File: src/rtl/branch_pkg.sv
// Shared opcode, condition-code and flag encodings for the branch resolve unit,
// plus the condition evaluator and the 2-bit saturating counter step.
package branch_pkg;

  localparam logic [4:0] OP_BCOND = 5'b11000;
  localparam logic [4:0] OP_BAL   = 5'b11001;

  localparam logic [2:0] COND_NE = 3'b000;
  localparam logic [2:0] COND_EQ = 3'b001;
  localparam logic [2:0] COND_CS = 3'b010;
  localparam logic [2:0] COND_CC = 3'b011;
  localparam logic [2:0] COND_MI = 3'b100;
  localparam logic [2:0] COND_PL = 3'b101;
  localparam logic [2:0] COND_VS = 3'b110;
  localparam logic [2:0] COND_VC = 3'b111;

  localparam int unsigned FLG_N = 3;
  localparam int unsigned FLG_Z = 2;
  localparam int unsigned FLG_C = 1;
  localparam int unsigned FLG_V = 0;

  localparam logic [1:0] CTR_RESET = 2'b01;

  function automatic logic cond_met(input logic [2:0] cond, input logic [3:0] nzcv);
    logic met;
    met = 1'b0;
    case (cond)
      COND_NE: met = ~nzcv[FLG_Z];
      COND_EQ: met =  nzcv[FLG_Z];
      COND_CS: met =  nzcv[FLG_C];
      COND_CC: met = ~nzcv[FLG_C];
      COND_MI: met =  nzcv[FLG_N];
      COND_PL: met = ~nzcv[FLG_N];
      COND_VS: met =  nzcv[FLG_V];
      COND_VC: met = ~nzcv[FLG_V];
      default: met = 1'b0;
    endcase
    return met;
  endfunction

  function automatic logic [1:0] ctr_step(input logic [1:0] ctr, input logic taken);
    logic [1:0] nxt;
    nxt = ctr;
    if (taken && ctr != 2'b11) begin
      nxt = ctr + 2'b01;
    end else if (!taken && ctr != 2'b00) begin
      nxt = ctr - 2'b01;
    end
    return nxt;
  endfunction

endpackage

File: src/rtl/bht_2bit.sv
// Branch history table of 2-bit counters: combinational read, one synchronous write,
// synchronous reset of every entry to weak not-taken.
module bht_2bit
  import branch_pkg::*;
#(
  parameter int unsigned DEPTH = 16,
  parameter int unsigned IDX_W = $clog2(DEPTH)
) (
  input  logic             clk,
  input  logic             Rst,
  input  logic [IDX_W-1:0] rd_idx,
  output logic [1:0]       rd_ctr,
  input  logic             wr_en,
  input  logic [IDX_W-1:0] wr_idx,
  input  logic [1:0]       wr_ctr
);

  logic [1:0] ctr_q [DEPTH];

  always_ff @(posedge clk) begin
    if (Rst) begin
      for (int i = 0; i < int'(DEPTH); i++) begin
        ctr_q[i] <= CTR_RESET;
      end
    end else if (wr_en) begin
      ctr_q[wr_idx] <= wr_ctr;
    end
  end

  assign rd_ctr = ctr_q[rd_idx];

endmodule

File: src/rtl/branch_resolve_unit.sv
// MEM-stage branch resolver: NZCV PSW with same-cycle forwarding, condition evaluation,
// target adder, 2-bit direction predictor and a saturating taken-branch counter.
module branch_resolve_unit
  import branch_pkg::*;
#(
  parameter int unsigned AW    = 16,
  parameter int unsigned DEPTH = 16,
  parameter int unsigned CW    = 16
) (
  input  logic          clk,
  input  logic          Rst,
  input  logic          ins_valid,
  input  logic [7:0]    InsM,
  input  logic [7:0]    offset,
  input  logic [AW-1:0] pc,
  input  logic          flag_we,
  input  logic [3:0]    flag_in,
  output logic [3:0]    flags,
  output logic          pred_taken,
  output logic          branch_valid,
  output logic          Branch,
  output logic [AW-1:0] target,
  output logic          mispredict,
  output logic [CW-1:0] taken_cnt
);

  localparam int unsigned IDX_W = $clog2(DEPTH);

  logic [3:0]       flags_q;
  logic             branch_valid_q, branch_q, mispredict_q;
  logic [AW-1:0]    target_q;
  logic [CW-1:0]    taken_cnt_q;

  logic [4:0]       opcode;
  logic [2:0]       cond;
  logic             is_bcond, is_bal;
  logic [3:0]       eval_flags;
  logic             taken;
  logic [IDX_W-1:0] idx;
  logic [1:0]       rd_ctr;
  logic             pred;
  logic             bht_we;
  logic [1:0]       bht_wdata;
  logic [AW-1:0]    target_d;

  always_comb begin
    opcode     = InsM[7:3];
    cond       = InsM[2:0];
    is_bcond   = (opcode == OP_BCOND);
    is_bal     = (opcode == OP_BAL);
    // Forward the ALU's flags so a compare-and-branch pair resolves without a bubble.
    eval_flags = flag_we ? flag_in : flags_q;
    taken      = ins_valid && (is_bal || (is_bcond && cond_met(cond, eval_flags)));
    idx        = pc[IDX_W-1:0];
    pred       = is_bal || (is_bcond && rd_ctr[1]);
    bht_we     = ins_valid && is_bcond;
    bht_wdata  = ctr_step(rd_ctr, taken);
    target_d   = pc + AW'(1) + AW'($signed(offset));
  end

  bht_2bit #(
    .DEPTH (DEPTH),
    .IDX_W (IDX_W)
  ) u_bht (
    .clk    (clk),
    .Rst    (Rst),
    .rd_idx (idx),
    .rd_ctr (rd_ctr),
    .wr_en  (bht_we),
    .wr_idx (idx),
    .wr_ctr (bht_wdata)
  );

  always_ff @(posedge clk) begin
    if (Rst) begin
      flags_q        <= '0;
      branch_valid_q <= 1'b0;
      branch_q       <= 1'b0;
      mispredict_q   <= 1'b0;
      target_q       <= '0;
      taken_cnt_q    <= '0;
    end else begin
      if (flag_we) begin
        flags_q <= flag_in;
      end
      branch_valid_q <= ins_valid && (is_bcond || is_bal);
      branch_q       <= taken;
      // BAL is always predicted taken, so only Bcond can disagree with its prediction.
      mispredict_q   <= ins_valid && is_bcond && (taken != pred);
      target_q       <= target_d;
      if (taken && taken_cnt_q != '1) begin
        taken_cnt_q <= taken_cnt_q + CW'(1);
      end
    end
  end

  assign flags        = flags_q;
  assign pred_taken   = pred;
  assign branch_valid = branch_valid_q;
  assign Branch       = branch_q;
  assign target       = target_q;
  assign mispredict   = mispredict_q;
  assign taken_cnt    = taken_cnt_q;

endmodule

File: config.mk
export PLATFORM = sky130hd
export DESIGN_NAME = branch_resolve_unit
export DESIGN_NICKNAME = d
export VERILOG_FILES = /design/src/rtl/branch_pkg.sv /design/src/rtl/bht_2bit.sv /design/src/rtl/branch_resolve_unit.sv
export SDC_FILE = /design/constraint.sdc
export NUM_CORES = 1
export LEC_CHECK = 0
export CAP_MARGIN = 20
export CORE_UTILIZATION = 30
export DETAILED_ROUTE_END_ITERATION = 6
export PLACE_DENSITY = 0.59
export SYNTH_ARGS = -nofsm -noshare
export SYNTH_HDL_FRONTEND = slang
export SYNTH_SLANG_ARGS = --single-unit
File: constraint.sdc
create_clock -name clk -period 5 [get_ports clk]
set_input_delay 0.75 -clock clk [delete_from_list [all_inputs] [get_ports clk]]
set_output_delay 0.75 -clock clk [all_outputs]
set_load 0.005 [all_outputs]
**Word-level counts from Yosys, hierarchy flattened**

Memories as Yosys holds them, arrays and structs flattened.
Cells that the tools add are included.

- Memory bits (writable): 32
- Output and inout port bits: 40
- Bits of input ports: 40
- Memories: 1
- Register bits after elaboration: 39
- Logic and storage cells: 56

Memory list:

| memory | depth | width | rd ports | clocked after Yosys merged registers in | write ports | line | text |
|---|---|---|---|---|---|---|---|
| u_bht.ctr_q | 16 | 2 | 1 | 0 | 16 | bht_2bit.sv:18 | `logic [1:0] ctr_q [DEPTH];` |

- Bitwise operators: 4
- Multiplexer cells: 12
- Equality and inequality tests: 12
- $add $sub $neg: 5
- Reduce and logical (&&, ||, !) cells: 16

Operators by type and width:

| kind | count |
|---|---|
| adder 16 x 1 -> 16 bit, second input constant | 2 |
| adder 16 bit | 1 |
| != test 16 bit, second input constant | 1 |
| == test 3 bit, second input constant | 4 |
| == test 5 bit, second input constant | 2 |
| logical AND 1 bit | 9 |
| 2-to-1 mux 4 bit | 2 |
| case mux 1 bit (8 select lines) | 1 |
| == test 3 x 2 -> 1 bit, second input constant | 2 |
| 2-to-1 mux 1 bit | 6 |
| 2-to-1 mux 2 bit | 3 |
| NOT 1 bit | 4 |
| == test 3 x 1 -> 1 bit, second input constant | 1 |
| zero test 3 bit | 1 |
| logical OR 1 bit | 3 |
| adder 2 x 1 -> 2 bit, second input constant | 1 |
| != test 2 bit, second input constant | 1 |
| nonzero test 2 bit | 1 |
| OR reduction 2 bit | 1 |
| subtractor 2 x 1 -> 2 bit, second input constant | 1 |
| zero test 1 bit | 1 |
| != test 1 bit | 1 |

**Depth between registers and ports, before layout**

- Depth after elaboration: 11
- Depth in mapped cells: 13
- Gate-level depth less buffers: 11

**Cells and area by module**

Synthesis repeated with hierarchy kept, for this count alone.

- Cell total of the unflattened synthesis: 408
- Area total of the unflattened synthesis: 4103.9 um2

Modules (own cells, without submodules):

| module | sequential area each (um2) | area an instance (um2) | times used | cells each |
|---|---|---|---|---|
| branch_resolve_unit | 780.7 | 2368.5 | 1 | 278 |
| bht_2bit | 960.9 | 1735.4 | 1 | 130 |

**Worst setup path before layout**

Ideal clock, no wire load.

- Path type: in2reg
- Start: input pc[0]
- End: memory u_bht.ctr_q[14][1] (data pin)
- Path buffers: 3
- Library setup time: 263 ps
- Setup slack: 1656 ps
- Stages: 12
- Required time: 4737 ps
- Arrival time: 3081 ps
- Path through: buf_2 > buf_1 > mux4_2 > mux2i_1 > a21oi_1 > inv_1 > ha_1 > inv_1 > a21boi_0 > a2bb2oi_2 > buf_2 > nor3_1

RTL lines:

| element | line | text |
|---|---|---|
| start: declaration | branch_resolve_unit.sv:15 | `input logic [AW-1:0] pc,` |
| end: declaration | bht_2bit.sv:18 |  |

**Final worst setup path**

- Start: input pc[1]
- End: output pred_taken

- Word-level cells in the longest chain between the ends: 3

Ends and longest elaborated chain:

| element | line | text |
|---|---|---|
| memory (16 x 2 bit) | - |  |
| logical AND 1 bit | branch_resolve_unit.sv:55 | `pred = is_bal \|\| (is_bcond && rd_ctr[1]);` |
| logical OR 1 bit | branch_resolve_unit.sv:55 |  |
| end: declaration | branch_resolve_unit.sv:19 | `output logic pred_taken,` |

Every way passes these cells.

==> flow_metrics.env <==
export IMPL_status="complete, no violations"
export IMPL_wl_per_cell_um=13.5
export IMPL_routed_wl_mm=8.79
export IMPL_drv_cap=0
export IMPL_drive_gt1_share_pct=10.3
export IMPL_grt_pass1_wl_mm=14.5
export IMPL_async_reset_ff_share_pct=0
export IMPL_vias=3084
export IMPL_grt_use_met3_pct=5.19
export IMPL_io_pins=80
export IMPL_grt_max_degree=58
export IMPL_synth_xor_area_share_pct=5.53
export IMPL_finalCriticalPeriod_ps=4190
export IMPL_final_cells=649
export IMPL_yosys_top_cells_area="edfxtp_1, dfxtp_1, ha_1"
export IMPL_synth_top_family_by_area="simple AND/OR/NAND/NOR gates"
export IMPL_regArea_sq_um=1740
export IMPL_worstSetupPathType="input port to output port"
export IMPL_use_met2_pct=23.4
export IMPL_cts_setup_buffers=0
export IMPL_fillCellCount=1278
export IMPL_initial_core_util_pct=31.0
export IMPL_r2r_start="u_bht.ctr_q[3][1]"
export IMPL_clk_insertion_delay_late_ps=340
export IMPL_die_h_um=117
export IMPL_drc=0
export IMPL_hold_viol_final=0
export IMPL_ys_warn_count=0
export IMPL_cts_reportedPaths_clkPinSlew_ps=50
export IMPL_tns_ps=0
export IMPL_synthAdderAreaFrac_pct=6.23
export IMPL_grt_busiest_layer="met2"
export IMPL_vias_per_cell=4.75
export IMPL_hp_start="flags[3]"
export IMPL_min_path_type="register to register"
export IMPL_synth_area_sq_um=3940
export IMPL_cts_root_buf="clkbuf_16"
export IMPL_worstSetupEndpointType="output port"
export IMPL_place_congestion=0.781
export IMPL_multi_input_area_sq_um=2080
export IMPL_grt_overflow=0
export IMPL_dp_cells=633
export IMPL_drt_iter0_drc=123
export IMPL_worst_ep_required_time_ps=4250
export IMPL_setup_viol=0
export IMPL_synthMuxAreaShare_pct=7.50
export IMPL_yosysTopAreaCellShare_pct=24.4
export IMPL_fin_nets=531
export IMPL_fin_worst_skew_ps=8.61
export IMPL_rsz0062_at_grt="false"
export IMPL_synth_edf_count=32
export IMPL_synth_compound_area_share_pct=10.3
export IMPL_slew_headroom_pct=30.1
export IMPL_cts_tree="done"
export IMPL_critPathLaunchType="input port"
export IMPL_ctsHoldBuffers=0
export IMPL_critPathMaxFanout=14
export IMPL_r2r_cells=8
export IMPL_r2r_end="u_bht.ctr_q[1][1]"
export IMPL_synth_simple_area_share_pct=23.2
export IMPL_hold_depth=2
export IMPL_maxSlewViolCount=0
export IMPL_hpwl_mm=6.33
export IMPL_worst_pin_slew_ps=1050
export IMPL_die_area_sq_um=13600
export IMPL_fmax_mhz=239
export IMPL_synth_seq_cells=71
export IMPL_cts_buffers=9
export IMPL_fin_crit_sh_pct=83.9
export IMPL_ant_nets=0
export IMPL_portBuffers=79
export IMPL_die_x_um=117
export IMPL_antenna_found_initial=0
export IMPL_cp_arrival_ps=3440
export IMPL_ys_types=49
export IMPL_htree_levels=3
export IMPL_vdd_drop_max_mv=0.180
export IMPL_synth_nets=454
export IMPL_antennaDiodeCount=0
export IMPL_yosys_most_used_dff="dfxtp_1"
export IMPL_syn_inst=395
export IMPL_power_per_cell_area_nw_per_um2=298
export IMPL_hold_end="flags[3]"
export IMPL_p_leak_nw=1.86
export IMPL_grtUsageTotal_pct=14.1
export IMPL_rrSetupSlack_ps=1910
export IMPL_cts_sinks=71
export IMPL_grt_pass1_vias=3021
export IMPL_syn_area_per_cell_sq_um=9.97
export IMPL_clock_path_buffers=2
export IMPL_rows=41
export IMPL_ys_seq_area_share_pct=44.2
export IMPL_drt_first_pass_iters=4
export IMPL_syn2layout_area_growth_pct=31.9
export IMPL_met1_usage_pct=16.9
export IMPL_cts_resized=0
export IMPL_synth_common_cells="nor2_1, dfxtp_1, edfxtp_1, nand2_1"
export IMPL_synth_most_common_cell="nor2_1"
export IMPL_core_area_sq_um=12700
export IMPL_yosys_area_top_type="edfxtp_1"
[area by class of cell]
type / instances / area share [%]
multi-input cells: 297 / 40.0
clock buffers: 11 / 4.48
well taps: 172 / 4.14
repair buffers: 84 / 15.8
flip-flops and latches: 71 / 33.5
inverters: 9 / 0.650
clock inverters: 5 / 1.40
[state kept, by name (all words and copies together), names as in the netlist]
| register | cells |
|---|---|
| Branch | 1 |
| branch_valid | 1 |
| flags | 4 |
| mispredict | 1 |
| taken_cnt | 16 |
| target | 16 |
| u_bht.ctr_q | 32 |
[worst max-delay path by stage]
stage | startpoint | end | slack, ps | cells after the start
2_1_floorplan | pc[0] | u_bht.ctr_q[14][1] | 1660 | 12
3_3_place_gp | pc[0] | u_bht.ctr_q[12][1] | 800 | 10
3_5_place_dp | pc[1] | u_bht.ctr_q[13][1] | 720 | 9
4_1_cts | pc[1] | pred_taken | 750 | 6
5_1_grt | pc[0] | pred_taken | 580 | 7
6_report | pc[1] | pred_taken | 810 | 6
[metal layers]
layer | wire length, um | vias up
met1 | 3980 | 1479
met3 | 390 | 10
met2 | 4320 | 41
met4 | 102 | 0
met5 | 0 | -
li1 | - | 1554
[per-stage QoR]
stage / setup WS, ps / total power, W / hold slack (ps) / cell area, sq um / utilization, %
final: 807 / 0.00155 / 525 / 5190 / 40.8
after global routing: 575 / 0.00162 / 557 / 5190 / 40.8
after CTS: 749 / 0.00157 / 528 / 5190 / 40.8
after detailed placement: 716 / 0.000894 / 515 / 4890 / 38.4
after global placement: 798 / 0.000891 / 511 / 4890 / 38.4
after floorplan: 1660 / 0.000791 / 499 / 3940 / -
[cell usage in the layout (no fill, tap or decap), types with 9 or more instances in the layout]
cell type        synthesis  final
nor2_1                  55     55
nand3_1                 14     14
dfxtp_1                 39     39
edfxtp_1                32     32
xnor2_1                 17     17
nand2_1                 30     30
nor3_1                  14     14
o21ai_0                 11     11
mux4_2                   9      9
a21oi_1                 18     18
inv_1                    9      9
ha_1                    18     18
nor2b_1                  9      9
clkdlybuf4s50_1          0     78
nand2b_1                18     18
clkbuf_16                0      9
a21o_1                   9      9
or2_2                   10     10
[kinds of logic after synthesis]
kind of cell	Yosys count
adder cells (fa/ha/maj)	19
buffers and inverters	27
AO/OA/AOI/OAI	59
flip-flops	71
AND/OR/NAND/NOR	177
multiplexers	18
XOR/XNOR	24
[worst max-delay path: stages]
cell             delay (ps)
clkdlybuf4s50_1         850
mux4_2                  400
mux2_2                  270
o21ai_0                 420
a21boi_0                260
clkdlybuf4s50_1         490
[power breakdown]
group / internal [W] / total (W) / leakage (nW) / switching, W
logic: 0.000129 / 0.000243 / 1.11 / 0.000114
clock network: 0.000433 / 0.000667 / 0.149 / 0.000235
registers: 0.000629 / 0.000637 / 0.594 / 0.00000768
total: 0.00119 / 0.00155 / 1.86 / 0.000357
Power figures use the tool's default switching activity.
